[config.mk]
export PLATFORM = sky130hd
export DESIGN_NAME = scu_dsp_dma_ctrl
export DESIGN_NICKNAME = d
export VERILOG_FILES = /design/src/rtl/scu_dsp_dma_ctrl.sv
export SDC_FILE = /design/constraint.sdc
export NUM_CORES = 1
export LEC_CHECK = 0
export ABC_CLOCK_PERIOD_IN_PS = 9600
export BUFFER_PORTS_ARGS = -buffer_cell sky130_fd_sc_hd__buf_4
export CORE_MARGIN = 1
export CORE_UTILIZATION = 35
export CTS_BUF_LIST = sky130_fd_sc_hd__clkbuf_8
export DETAILED_ROUTE_END_ITERATION = 10
export GPL_ROUTABILITY_DRIVEN = 0
export GPL_TIMING_DRIVEN = 0
export HOLD_SLACK_MARGIN = 0.1
export MAX_ROUTING_LAYER = met4
export PLACE_DENSITY = 0.67
export SETUP_SLACK_MARGIN = 0.3
export SLEW_MARGIN = 40
export SYNTH_ARGS = -nofsm -noshare
export SYNTH_HDL_FRONTEND = slang
export SYNTH_SLANG_ARGS = --single-unit
export TNS_END_PERCENT = 1
[constraint.sdc]
create_clock -name CLK -period 9.6 [get_ports CLK]
set_clock_uncertainty 0.2 [all_clocks]
set_input_delay 0.96 -clock CLK [delete_from_list [all_inputs] [get_ports CLK]]
set_output_delay 0.96 -clock CLK [all_outputs]
set_load 0.02 [all_outputs]
[src/rtl/scu_dsp_dma_ctrl.sv]
// ---------------------------------------------------------------------------
// scu_dsp_dma_ctrl
//
// Word-by-word DMA sequencer between the SCU DSP core and the shared SCU
// external bus. Holds the DSP read/write address registers RA0/WA0. For each
// word the DSP requests, it arbitrates for the bus, performs one access and
// acknowledges the DSP. After the last word it pulses DSP_END and writes the
// advanced working address back to RA0 (reads) or WA0 (writes).
//
// Parameters
//   ADDR_W    word-address width; bus byte address is {addr, 2'b00}
//
// Ports
//   CLK       system clock
//   RST       asynchronous active-high reset
//   CE        clock enable; all state advances only on CE edges
//   DSO       DSP D1-bus value, source for RA0/WA0 loads
//   RA0W      load RA0 from DSO
//   WA0W      load WA0 from DSO
//   ADD       address step code, sampled at transfer start
//   DSP_REQ   per-word request from the DSP
//   DSP_WE    direction, sampled at transfer start (1 = DSP to bus)
//   DSP_LAST  current word is the final word of the transfer
//   DSP_DI    write data from the DSP
//   DSP_DO    read data to the DSP
//   DSP_ACK   one-cycle word acknowledge
//   DSP_END   one-cycle transfer-complete pulse
//   BUS_REQ   bus request to the SCU arbiter
//   BUS_GNT   bus grant from the arbiter
//   BUS_A     bus byte address
//   BUS_DO    bus write data
//   BUS_DI    bus read data
//   BUS_WE    bus write qualifier
//   BUS_CS    bus access strobe
//   BUS_RDY   bus access complete
//   BUSY      transfer in progress
// ---------------------------------------------------------------------------
module scu_dsp_dma_ctrl #(
    parameter int ADDR_W = 25
) (
    input  logic              CLK,
    input  logic              RST,
    input  logic              CE,

    input  logic [31:0]       DSO,
    input  logic              RA0W,
    input  logic              WA0W,

    input  logic [2:0]        ADD,
    input  logic              DSP_REQ,
    input  logic              DSP_WE,
    input  logic              DSP_LAST,
    input  logic [31:0]       DSP_DI,
    output logic [31:0]       DSP_DO,
    output logic              DSP_ACK,
    output logic              DSP_END,

    output logic              BUS_REQ,
    input  logic              BUS_GNT,
    output logic [ADDR_W+1:0] BUS_A,
    output logic [31:0]       BUS_DO,
    input  logic [31:0]       BUS_DI,
    output logic              BUS_WE,
    output logic              BUS_CS,
    input  logic              BUS_RDY,

    output logic              BUSY
);

    // -----------------------------------------------------------------------
    // State encoding
    // -----------------------------------------------------------------------
    localparam logic [2:0] StIdle = 3'd0;
    localparam logic [2:0] StArb  = 3'd1;
    localparam logic [2:0] StAcc  = 3'd2;
    localparam logic [2:0] StAck  = 3'd3;
    localparam logic [2:0] StWait = 3'd4;
    localparam logic [2:0] StEnd  = 3'd5;

    // -----------------------------------------------------------------------
    // Registers
    // -----------------------------------------------------------------------
    logic [2:0]        state_q,   state_d;
    logic              dir_q,     dir_d;
    logic              last_q,    last_d;
    logic [ADDR_W-1:0] step_q,    step_d;
    logic [ADDR_W-1:0] wadr_q,    wadr_d;
    logic [ADDR_W-1:0] ra0_q,     ra0_d;
    logic [ADDR_W-1:0] wa0_q,     wa0_d;

    logic [31:0]       dsp_do_q,  dsp_do_d;
    logic              dsp_ack_q, dsp_ack_d;
    logic              dsp_end_q, dsp_end_d;
    logic              bus_req_q, bus_req_d;
    logic [ADDR_W+1:0] bus_a_q,   bus_a_d;
    logic [31:0]       bus_do_q,  bus_do_d;
    logic              bus_we_q,  bus_we_d;
    logic              bus_cs_q,  bus_cs_d;
    logic              busy_q,    busy_d;

    // Write-back strobe from the END state into RA0/WA0.
    logic              wb_en;

    // Step decode: 0 for ADD=0, otherwise 1 << (ADD-1) words.
    logic [ADDR_W-1:0] step_new;

    always_comb begin
        step_new = '0;
        if (ADD != 3'd0) begin
            step_new = ADDR_W'(1) << (ADD - 3'd1);
        end
    end

    // -----------------------------------------------------------------------
    // Sequencer next-state and registered-output next values
    // -----------------------------------------------------------------------
    always_comb begin
        state_d   = state_q;
        dir_d     = dir_q;
        last_d    = last_q;
        step_d    = step_q;
        wadr_d    = wadr_q;
        dsp_do_d  = dsp_do_q;
        bus_req_d = bus_req_q;
        bus_a_d   = bus_a_q;
        bus_do_d  = bus_do_q;
        bus_we_d  = bus_we_q;
        bus_cs_d  = bus_cs_q;
        busy_d    = busy_q;
        // ACK and END are single-cycle pulses.
        dsp_ack_d = 1'b0;
        dsp_end_d = 1'b0;
        wb_en     = 1'b0;

        case (state_q)
            StIdle: begin
                if (DSP_REQ) begin
                    dir_d     = DSP_WE;
                    step_d    = step_new;
                    wadr_d    = DSP_WE ? wa0_q : ra0_q;
                    last_d    = DSP_LAST;
                    bus_req_d = 1'b1;
                    busy_d    = 1'b1;
                    state_d   = StArb;
                end
            end

            StArb: begin
                if (BUS_GNT) begin
                    // Address, direction and write data are frozen for the
                    // whole access.
                    bus_cs_d = 1'b1;
                    bus_a_d  = {wadr_q, 2'b00};
                    bus_we_d = dir_q;
                    bus_do_d = DSP_DI;
                    state_d  = StAcc;
                end
            end

            StAcc: begin
                // Grant is not re-checked here; only RDY ends the access.
                if (BUS_RDY) begin
                    bus_cs_d  = 1'b0;
                    bus_we_d  = 1'b0;
                    bus_req_d = 1'b0;
                    dsp_ack_d = 1'b1;
                    if (!dir_q) begin
                        dsp_do_d = BUS_DI;
                    end
                    state_d = StAck;
                end
            end

            StAck: begin
                // Wraps silently modulo 2^ADDR_W.
                wadr_d = wadr_q + step_q;
                if (last_q) begin
                    dsp_end_d = 1'b1;
                    state_d   = StEnd;
                end else begin
                    state_d = StWait;
                end
            end

            StWait: begin
                // Direction, step and working address carry over; only the
                // LAST flag belongs to the new word.
                if (DSP_REQ) begin
                    last_d    = DSP_LAST;
                    bus_req_d = 1'b1;
                    state_d   = StArb;
                end
            end

            StEnd: begin
                wb_en   = 1'b1;
                busy_d  = 1'b0;
                state_d = StIdle;
            end

            default: begin
                state_d = StIdle;
            end
        endcase
    end

    // -----------------------------------------------------------------------
    // Architectural address registers. A DSP load strobe wins over the END
    // write-back when both target the same register in the same cycle.
    // -----------------------------------------------------------------------
    always_comb begin
        ra0_d = ra0_q;
        if (RA0W) begin
            ra0_d = DSO[ADDR_W-1:0];
        end else if (wb_en && !dir_q) begin
            ra0_d = wadr_q;
        end
    end

    always_comb begin
        wa0_d = wa0_q;
        if (WA0W) begin
            wa0_d = DSO[ADDR_W-1:0];
        end else if (wb_en && dir_q) begin
            wa0_d = wadr_q;
        end
    end

    // -----------------------------------------------------------------------
    // State registers
    // -----------------------------------------------------------------------
    always_ff @(posedge CLK or posedge RST) begin
        if (RST) begin
            state_q   <= StIdle;
            dir_q     <= 1'b0;
            last_q    <= 1'b0;
            step_q    <= '0;
            wadr_q    <= '0;
            ra0_q     <= '0;
            wa0_q     <= '0;
            dsp_do_q  <= '0;
            dsp_ack_q <= 1'b0;
            dsp_end_q <= 1'b0;
            bus_req_q <= 1'b0;
            bus_a_q   <= '0;
            bus_do_q  <= '0;
            bus_we_q  <= 1'b0;
            bus_cs_q  <= 1'b0;
            busy_q    <= 1'b0;
        end else if (CE) begin
            state_q   <= state_d;
            dir_q     <= dir_d;
            last_q    <= last_d;
            step_q    <= step_d;
            wadr_q    <= wadr_d;
            ra0_q     <= ra0_d;
            wa0_q     <= wa0_d;
            dsp_do_q  <= dsp_do_d;
            dsp_ack_q <= dsp_ack_d;
            dsp_end_q <= dsp_end_d;
            bus_req_q <= bus_req_d;
            bus_a_q   <= bus_a_d;
            bus_do_q  <= bus_do_d;
            bus_we_q  <= bus_we_d;
            bus_cs_q  <= bus_cs_d;
            busy_q    <= busy_d;
        end
    end

    // -----------------------------------------------------------------------
    // Outputs (all registered)
    // -----------------------------------------------------------------------
    assign DSP_DO  = dsp_do_q;
    assign DSP_ACK = dsp_ack_q;
    assign DSP_END = dsp_end_q;
    assign BUS_REQ = bus_req_q;
    assign BUS_A   = bus_a_q;
    assign BUS_DO  = bus_do_q;
    assign BUS_WE  = bus_we_q;
    assign BUS_CS  = bus_cs_q;
    assign BUSY    = busy_q;

endmodule

; Word-level counts from Yosys, hierarchy flattened
; Cells that the tools add are included.
[totals]
register_bits = 200
inputBits = 109
wordCells = 78
[op_classes]
add_sub_neg = 2
n_eq_ne = 9
shift = 1
muxes = 26
n_bitwise = 1
reduce_logical = 23
[ops]
columns = cell, n
row1 = $mux W25, 7
row2 = $pmux W25 S2, 1
row3 = $add A25 B25 Y25, 1
row4 = $shl A1 B3 Y25 const A, 1
row5 = $reduce_and A4 Y1, 4
row6 = $reduce_and A3 Y1, 5
row7 = $pmux W3 S4, 1
row8 = $reduce_bool A2 Y1, 6
row9 = $mux W1, 10
row10 = $mux W3, 3
row11 = $pmux W1 S2, 4
row12 = $eq A3 B2 Y1 const B, 2
row13 = $eq A3 B3 Y1 const B, 2
row14 = $ne A2 B2 Y1 const B, 3
row15 = $reduce_and A2 Y1, 2
row16 = $eq A3 B1 Y1 const B, 1
row17 = $logic_not A3 Y1, 1
row18 = $reduce_bool A3 Y1, 1
row19 = $sub A3 B1 Y3 const B, 1
row20 = $logic_and A1 B1 Y1, 2
row21 = $ne A2 B1 Y1 const B, 1
row22 = $reduce_or A2 Y1, 1
row23 = $logic_not A1 Y1, 1
row24 = $not A1 Y1, 1

; Logic depth before layout (Yosys ltp)
; Gate-level depths: netlist of run 1.
[depth]
word_depth = 5
depth_mapped = 8
depth_no_buf = 8

; Worst setup path before layout of run 1
; Ideal clock, no wire load.
[synth_path]
path_type = input-to-reg
start = in CE
end = reg bus_a_q[18], in the netlist BUS_A[18]
setup_ns = 0.125
arrival_time_ns = 2.247
path_slack_ns = 7.028
path_stages = 7
path_buffers = 4
path_cell_list = buf_2 -> nor3b_1 -> and3_1 -> buf_2 -> buf_6 -> buf_6 -> mux2_2
[synth_between]
elab_chain_cells = 1
[synth_lines]
columns = element, line_no
row1 = start: declaration, 43  ; input logic CE,
row2 = $reduce_and A3 Y1 (no source line), -
row3 = end signal: assignment, 262  ; bus_a_q <= bus_a_d;
row4 = end: declaration, 95  ; logic [ADDR_W+1:0] bus_a_q, bus_a_d;
; Every way passes these cells.
; A chain may end at the register's enable or synchronous reset.

; Final worst setup path of run 1
[layout_path]
start = reg wadr_q[0]
end = reg wadr_q[12]
[layout_between]
elab_chain_cells = 2
[layout_lines]
columns = element, line_no
row1 = start: declaration, 87  ; logic [ADDR_W-1:0] wadr_q, wadr_d;
row2 = start signal: assignment, 255  ; wadr_q <= wadr_d;
row3 = $add A25 B25 Y25, 176  ; wadr_d = wadr_q + step_q;
row4 = $pmux W25 S2, 135  ; case (state_q)
; Every way passes these cells.

==> key figures, run 1 <==
Floorplanning
  – Site Rows: 56
  – Floorplan die area: 25100 sq um
  – Top-level port count: 206
  – Core Footprint: 23800 sq um
  – Die outline width: 158 microns
  – Chip height: 158 microns
  – Initial core utilization: 36.1%

Timing
  – RSZ-0062 raised after global routing: false
  – Minimum clock period: 2.81 ns
  – Number of failing setup endpoints in the final timing report: 0
  – Worst slew margin relative to its limit: 46.2%
  – Worst Slack Setup Final: 6.79 ns
  – Max Clock Freq: 0.356 GHz
  – Max-slew violation count: 0
  – Setup TNS after final layout: 0 ns
  – Worst Max-Slew Pin Slew: 0.807 ns
  – Final hold violations: 0
  – Final worst path period share: 29.2%

Critical path
  – Launching point of the worst reg2reg path: wadr_q[0]
  – Data required, critical path: 9.79 ns
  – Data arrival time of the critical path: 2.99 ns
  – Reg-to-reg endpoint: wadr_q[12]
  – Critical path's slowest cell: sky130_fd_sc_hd__dfrtp_1
  – Critical path capture point type: flop
  – R2R setup slack: 6.79 ns
  – Max stage delay on crit path: 0.43 ns
  – Reg2reg path depth: 8
  – Setup CP Type: reg2reg
  – Series of cell instances along the critical path: ha_1 > fa_1 > a211oi_1 > o21ai_2 > a31oi_1 > nor2_1 > a32o_1 > a21oi_1
  – Beginning of the critical path: wadr_q[0]
  – Max FO, Critical Path: 5
  – Category of the worst setup path launch point: flop

Logic synthesis
  – Predominant post-synthesis flop cell: sky130_fd_sc_hd__dfrtp_1
  – Main combinational cell family by area after synthesis: multiplexers
  – Asr flop ratio synth: 100%
  – Number of synthesis warnings: 0
  – Number of flops mapped to enable cells by yosys: 0
  – Post-synthesis adder-cell area fraction: 1.69%
  – Synth Area in Compound Gates: 11.7%
  – Simple-Gate Fraction of Synth Area: 8.67%
  – Portion of netlist area occupied by mux cells: 20.6%
  – Seq/Total Area, Yosys: 53.4%
  – Synthesized area per cell: 11.5 sq um
  – Count of distinct cell types in the synthesized netlist: 63
  – Cell area after synthesis: 8570 sq um
  – Cell count after synthesis: 747
  – Share of the synthesized netlist area taken by xor and xnor gates: 0.511%
  – Flops & latches, synth: 183

Route
  – Total iterations of the first detailed-routing run: 4
  – DR iter-0 viols: 393
  – Routed via count divided by cell count: 4.99
  – Final ANT Viol Nets: 0
  – Via total after detailed routing: 6446
  – Final Routed Wirelength: 22000 microns
  – DR WL/cell: 17.0 microns
  – Count of unresolved DRC violations after routing: 0

Worst hold path
  – Worst hold endpoint: wa0_q[20]
  – Class of the worst hold path: reg2reg
  – Min-delay src: wa0_q[20]
  – Hold Crit Depth: 2

Global route
  – Pin count of the biggest net entering global routing: 66
  – Wire length of the first global-routing pass: 34500 microns
  – Total overflow reported by the global router: 0
  – Overall routing resource usage: 18.3%
  – Number of global-route vias before repair: 6452
  – Initial antenna violation count: 0

Power and ir drop
  – Worst-case vdd ir drop: 0.139 mV
  – Leak Pwr: 5.21 nW
  – Power per unit of standard cell area: 308 nW/um^2

CTS
  – Clock transition at the register clock pins on the worst setup and hold paths after CTS: 0.10 ns
  – H-tree levels: 4
  – Clock net sink count: 183
  – Maximum number of buffers from clock root to sink: 2
  – Number of buffers inserted for hold repair after clock tree synthesis: 0
  – Cts bufs inserted: 17
  – Post-cts resize count: 0
  – Clock tree from TritonCTS: done
  – Cell chosen for the clock root: sky130_fd_sc_hd__clkbuf_8
  – Number of buffers inserted by post-CTS setup repair: 0
  – Source-to-sink clock delay at the later pin of the worst-skew pair: 0.46 ns

Job
  – Max-Cap Viols: 0

Place
  – Pre-CTS WS: 6.67 ns
  – Sum of net half-perimeters after detailed placement: 16000 microns
  – I/O Buffers: 192

Layout
  – Fraction of final layout cells sized beyond drive strength 1: 37.4%
  – Fin util: 45.9%
  – FILL cells: 2269
  – Number of inserted diodes: 0
  – Post-layout nets: 1081
  – Synth-to-layout area growth: 27.1%

Run status
  – Status: complete, no violations
## worst max-delay path, delay by kind of cell, from the launching register on
family / cells / cell delay (ns)
compound gates: 5 / 1.30
fa+ha+maj: 2 / 0.65
flops: 1 / 0.43
simple gates: 1 / 0.16
## worst max path at each step
stage                       to  slack [ns]  cells past startpoint
finish              wadr_q[12]        6.79                      8
global route        wadr_q[12]        6.67                      8
CTS                 wadr_q[12]        6.81                      8
detailed placement   BUS_A[23]        6.67                      7
global placement     BUS_A[13]        1.09                      2
floorplan                 BUSY        3.47                      1
## placed cells by master, fill, tap and decap left out, drive strengths merged, types with 3 or more instances in the layout
cell / count
a211oi: 8
a21o: 7
a21oi: 36
a311oi: 3
a31oi: 3
and3: 6
buf: 224
bufinv: 3
clkbuf: 40
clkinv: 4
dfrtp: 183
ha: 10
inv: 15
mux2: 98
mux2i: 66
nand2: 91
nand2b: 4
nand3: 5
nand4: 8
nor2: 21
nor2b: 8
nor3: 3
o21ai: 74
o22ai: 4
o31ai: 7
o41ai: 4
xor2: 3
## routing by layer
layer  wire length, microns  part of all wire [%]  vias up  track usage, %
met4                    291                   1.3        0            4.53
met2                  10600                    48      159            28.7
met1                  10200                    46     3181            24.2
li1                       -                     -     3087               -
met5                      0                     0        -               -
met3                    996                   4.5       19            3.67
## where the power goes
part	total (mW)	internal [mW]	switching, mW
registers	1.35	1.11	0.239
clock network	0.554	0.271	0.283
logic	1.46	0.676	0.779
total	3.36	2.06	1.30
## Yosys cell counts (all sizes together), types with 2 or more instances
library cell  number  share of area [%]
or2                2               0.18
a31oi              3               0.39
o22a               2               0.20
clkbuf            20               0.89
dfrtp            183                 53
o311ai             2               0.20
and3               6               0.53
a211oi             8               0.70
o21ai             74                4.4
nor2              21                1.0
nand4              8               0.58
nor3               3               0.18
o22ai              4               0.29
a21oi             36                2.1
nor3b              2               0.18
a311oi             3               0.31
xor2               3               0.31
and3b              2               0.20
inv               11               0.48
nor2b              8               0.58
nand3b             2               0.18
ha                10                1.5
xnor2              2               0.20
or3                2               0.15
mux2              98                 13
a22o               2               0.20
nand2b             4               0.29
a21o               7               0.61
mux2i             66                7.7
o41ai              4               0.50
nand3              5               0.29
o31ai              7               0.61
nand2             91                4.0
buf               31                2.0
## flip-flops by register name, indices dropped and copies added, names as in the netlist, 3 cells and up
name,cells
wadr_q,25
step_q,8
wa0_q,25
BUS_DO,32
ra0_q,25
state_q,3
BUS_A,25
DSP_DO,32
## cells by family after synthesis
| family | count (synthesis) |
|---|---|
| DFF | 183 |
| muxes | 164 |
| AOI/OAI and AO/OA | 161 |
| and+or+nand+nor | 160 |
| buffers and inverters | 62 |
| adders and majority gates | 11 |
| xor gates and xnor gates | 5 |
| other | 1 |
## layout make-up
cell class | count | area [sq um] | area share, %
Timing Repair Buffer | 194 | 1500 | 13.7
Buffer | 51 | 251 | 2.31
Tap cell | 319 | 399 | 3.66
Clock inverter | 13 | 154 | 1.41
Multi-Input combinational cell | 503 | 3710 | 34.0
Clock buffer | 19 | 262 | 2.40
Sequential cell | 183 | 4580 | 42.0
Inverter | 11 | 48.8 | 0.448
## per-stage QoR
stage          cell area, sq um  power [mW]  hold WS, ns  std cells
2_1_floorplan              8580        2.24        0.242        748
3_3_place_gp              10400        2.79        0.257       1259
3_5_place_dp              10500        2.83        0.265       1261
4_1_cts                   10900        3.39        0.287       1293
5_1_grt                   10900        3.58        0.313       1293
6_report                  10900        3.36        0.283       1293
Power figures use the tool's default switching activity.
==> run 2, diff against run 1 <==
Settings changed: ABC_CLOCK_PERIOD_IN_PS 9600 to 2700.
Clock period 9.6 ns to 2.7 ns, I/O delays scaled along.
==> key figures, run 2 (synthesis results as in run 1) <==
Critical path
  – Max FO, Critical Path: 7 (+2)
  – Reg-to-reg endpoint: wadr_q[24]
  – Data required, critical path: 2.85 ns (-6.94 ns)
  – Launching point of the worst reg2reg path: wadr_q[4]
  – Reg2reg path depth: 7 (-1)
  – Setup CP Type: reg2reg
  – Data arrival time of the critical path: 2.61 ns (-0.38 ns)
  – Capturing element of the worst setup path: wadr_q[24]
  – Category of the worst setup path launch point: flop
  – Beginning of the critical path: wadr_q[4]
  – Critical path capture point type: flop
  – R2R setup slack: 0.24 ns (-6.55 ns)

CTS
  – Cell chosen for the clock root: sky130_fd_sc_hd__clkbuf_8
  – Clock tree from TritonCTS: done
  – Clock net sink count: 183 (unchanged)
  – H-tree levels: 4 (unchanged)
  – Source-to-sink clock delay at the later pin of the worst-skew pair: 0.47 ns (about the same)
  – Cts bufs inserted: 17 (unchanged)
  – Clock transition at the register clock pins on the worst setup and hold paths after CTS: 0.09 ns (about the same)
  – Maximum number of buffers from clock root to sink: 2 (unchanged)

Floorplanning
  – Floorplan die area: 25100 sq um (unchanged)
  – Site Rows: 56 (unchanged)
  – Die outline width: 158 microns (unchanged)
  – Chip height: 158 microns (unchanged)
  – Initial core utilization: 36.1% (unchanged)
  – Core Footprint: 23800 sq um (unchanged)
  – Top-level port count: 206 (unchanged)

Route
  – Total iterations of the first detailed-routing run: 5 (+1)
  – DR iter-0 viols: 475 (+21%)
  – Count of unresolved DRC violations after routing: 0 (unchanged)
  – Via total after detailed routing: 7039 (+9.2%)
  – DR WL/cell: 16.9 microns (-0.52%)
  – Routed via count divided by cell count: 4.98 (about the same)
  – Final Routed Wirelength: 23900 microns (+8.7%)
  – Final ANT Viol Nets: 0 (unchanged)

Global route
  – Total overflow reported by the global router: 0 (unchanged)
  – Initial antenna violation count: 0 (unchanged)
  – Number of global-route vias before repair: 7190 (+11%)
  – Overall routing resource usage: 20.1% (+1.7 points)
  – Pin count of the biggest net entering global routing: 25 (-62%)
  – Wire length of the first global-routing pass: 37600 microns (+8.9%)

Timing
  – Number of failing setup endpoints in the final timing report: 0 (unchanged)
  – Worst Slack Setup Final: 0.243 ns (-6.55 ns)
  – Final worst path period share: 91.0% (+62 points)
  – Max-slew violation count: 0 (unchanged)
  – Worst Max-Slew Pin Slew: 0.779 ns (-0.0277 ns)
  – RSZ-0062 raised after global routing: true
  – Minimum clock period: 2.46 ns (-0.349 ns)
  – Final hold violations: 0 (unchanged)
  – Worst slew margin relative to its limit: 48.0% (+1.8 points)
  – Max Clock Freq: 0.407 GHz (+14%)

Worst hold path
  – Min-delay src: wa0_q[20]
  – Class of the worst hold path: reg2reg

Layout
  – Post-layout nets: 1201 (+11%)
  – Fraction of final layout cells sized beyond drive strength 1: 35.6% (-1.7 points)
  – Final non-filler cell area: 12200 sq um (+12%)
  – Leading cell types in the layout, fill and taps excluded: sky130_fd_sc_hd__buf_4 (203), sky130_fd_sc_hd__dfrtp_1 (182), sky130_fd_sc_hd__dlygate4sd3_1 (105)
  – Cell Count, Final, Fillers Out: 1413 (+9.3%)
  – Synth-to-layout area growth: 42.6%
  – Most frequent standard cell in the layout excluding fill and tap cells: sky130_fd_sc_hd__buf_4
  – Multi-input logic area: 3770 sq um (+1.6%)
  – FILL cells: 2103 (-7.3%)
  – Number of inserted diodes: 0 (unchanged)
  – Fin util: 51.4% (+5.6 points)
  – Footprint of the flip-flops and latches: 4580 sq um (about the same)

Power and ir drop
  – Leak Pwr: 5.75 nW (+10%)
  – Worst-case vdd ir drop: 0.526 mV (+280%)
  – Final total power: 12.3 mW (+270%)
  – Power per unit of standard cell area: 1010 nW/um^2 (+230%)

Place
  – Cell total after placement: 1268 (+0.56%)
  – Sum of net half-perimeters after detailed placement: 16400 microns (+2.8%)
  – Pre-CTS WS: -0.0745 ns (-6.74 ns)
  – I/O Buffers: 192 (unchanged)
  – Placement Cell Area: 10600 sq um (+1.5%)

Run status
  – Status: complete, no violations

Job
  – Max-Cap Viols: 0 (unchanged)
-- run 2: cell count changes in the layout (fill, tap and decap cells not counted), sizes merged --
| cell | previous run | this run |
|---|---|---|
| inv | 15 | 13 |
| buf | 224 | 239 |
| dlygate4sd3 | 0 | 105 |
| bufinv | 3 | 2 |
| clkbuf | 40 | 42 |
| clkinvlp | 2 | 3 |
-- run 2: repair_timing --
action,CTS,global route
endpoints found under the hold margin,229,0
cloned,0,0
pin swaps,2,6
gates resized for setup,10,3
buffers inserted,3,5
setup endpoints to repair,14,22
hold buffers,105,0
-- run 2: power breakdown --
part           total, mW  internal [mW]  switching [mW]
sequential          4.82           3.95           0.875
combinational       5.56           2.64            2.92
clock               1.94          0.921            1.01
-- run 2: worst min path at each step --
stage / to / slack (ns) / depth (start not counted)
after floorplan: step_q[0] / 0.17 / 1
after detailed placement: BUS_DO[0] / 0.06 / 2
after global routing: BUS_CS / 0.30 / 1
after global placement: wa0_q[20] / 0.26 / 2
after CTS: wa0_q[20] / 0.28 / 2
final: wa0_q[20] / 0.28 / 2
-- run 2: final cells by class --
class	instances	share of cell area (%)
clock inverter	11	0.983
multi-input combinational	503	30.8
tap	319	3.27
buffer	51	2.06
sequential	183	37.5
clock buffer	21	2.37
inverter	11	0.369
timing repair buffer	314	22.7
-- run 2: metrics by stage --
stage	TNS, ns	hold slack [ns]
finish	0	0.282
global route	0	0.304
CTS	0	0.285
detailed placement	-0.154	0.0623
global placement	-254.69	0.256
floorplan	-22.06	0.166
-- run 2: critical path, cell delays in order, from the launching register on --
cell                       delay [ns]
sky130_fd_sc_hd__dfrtp_1         0.47
sky130_fd_sc_hd__ha_1            0.40
sky130_fd_sc_hd__o211ai_1        0.13
sky130_fd_sc_hd__o21ai_2         0.30
sky130_fd_sc_hd__o221ai_4        0.23
sky130_fd_sc_hd__or2_4           0.32
sky130_fd_sc_hd__o41ai_2         0.20
sky130_fd_sc_hd__a21oi_1         0.10
-- run 2: layer usage --
layer / share of wire (%) / global-route usage, %
met5: 0 / -
met4: 1.7 / 5.68
met3: 4.4 / 4.25
met2: 50 / 32.7
met1: 44 / 25.1
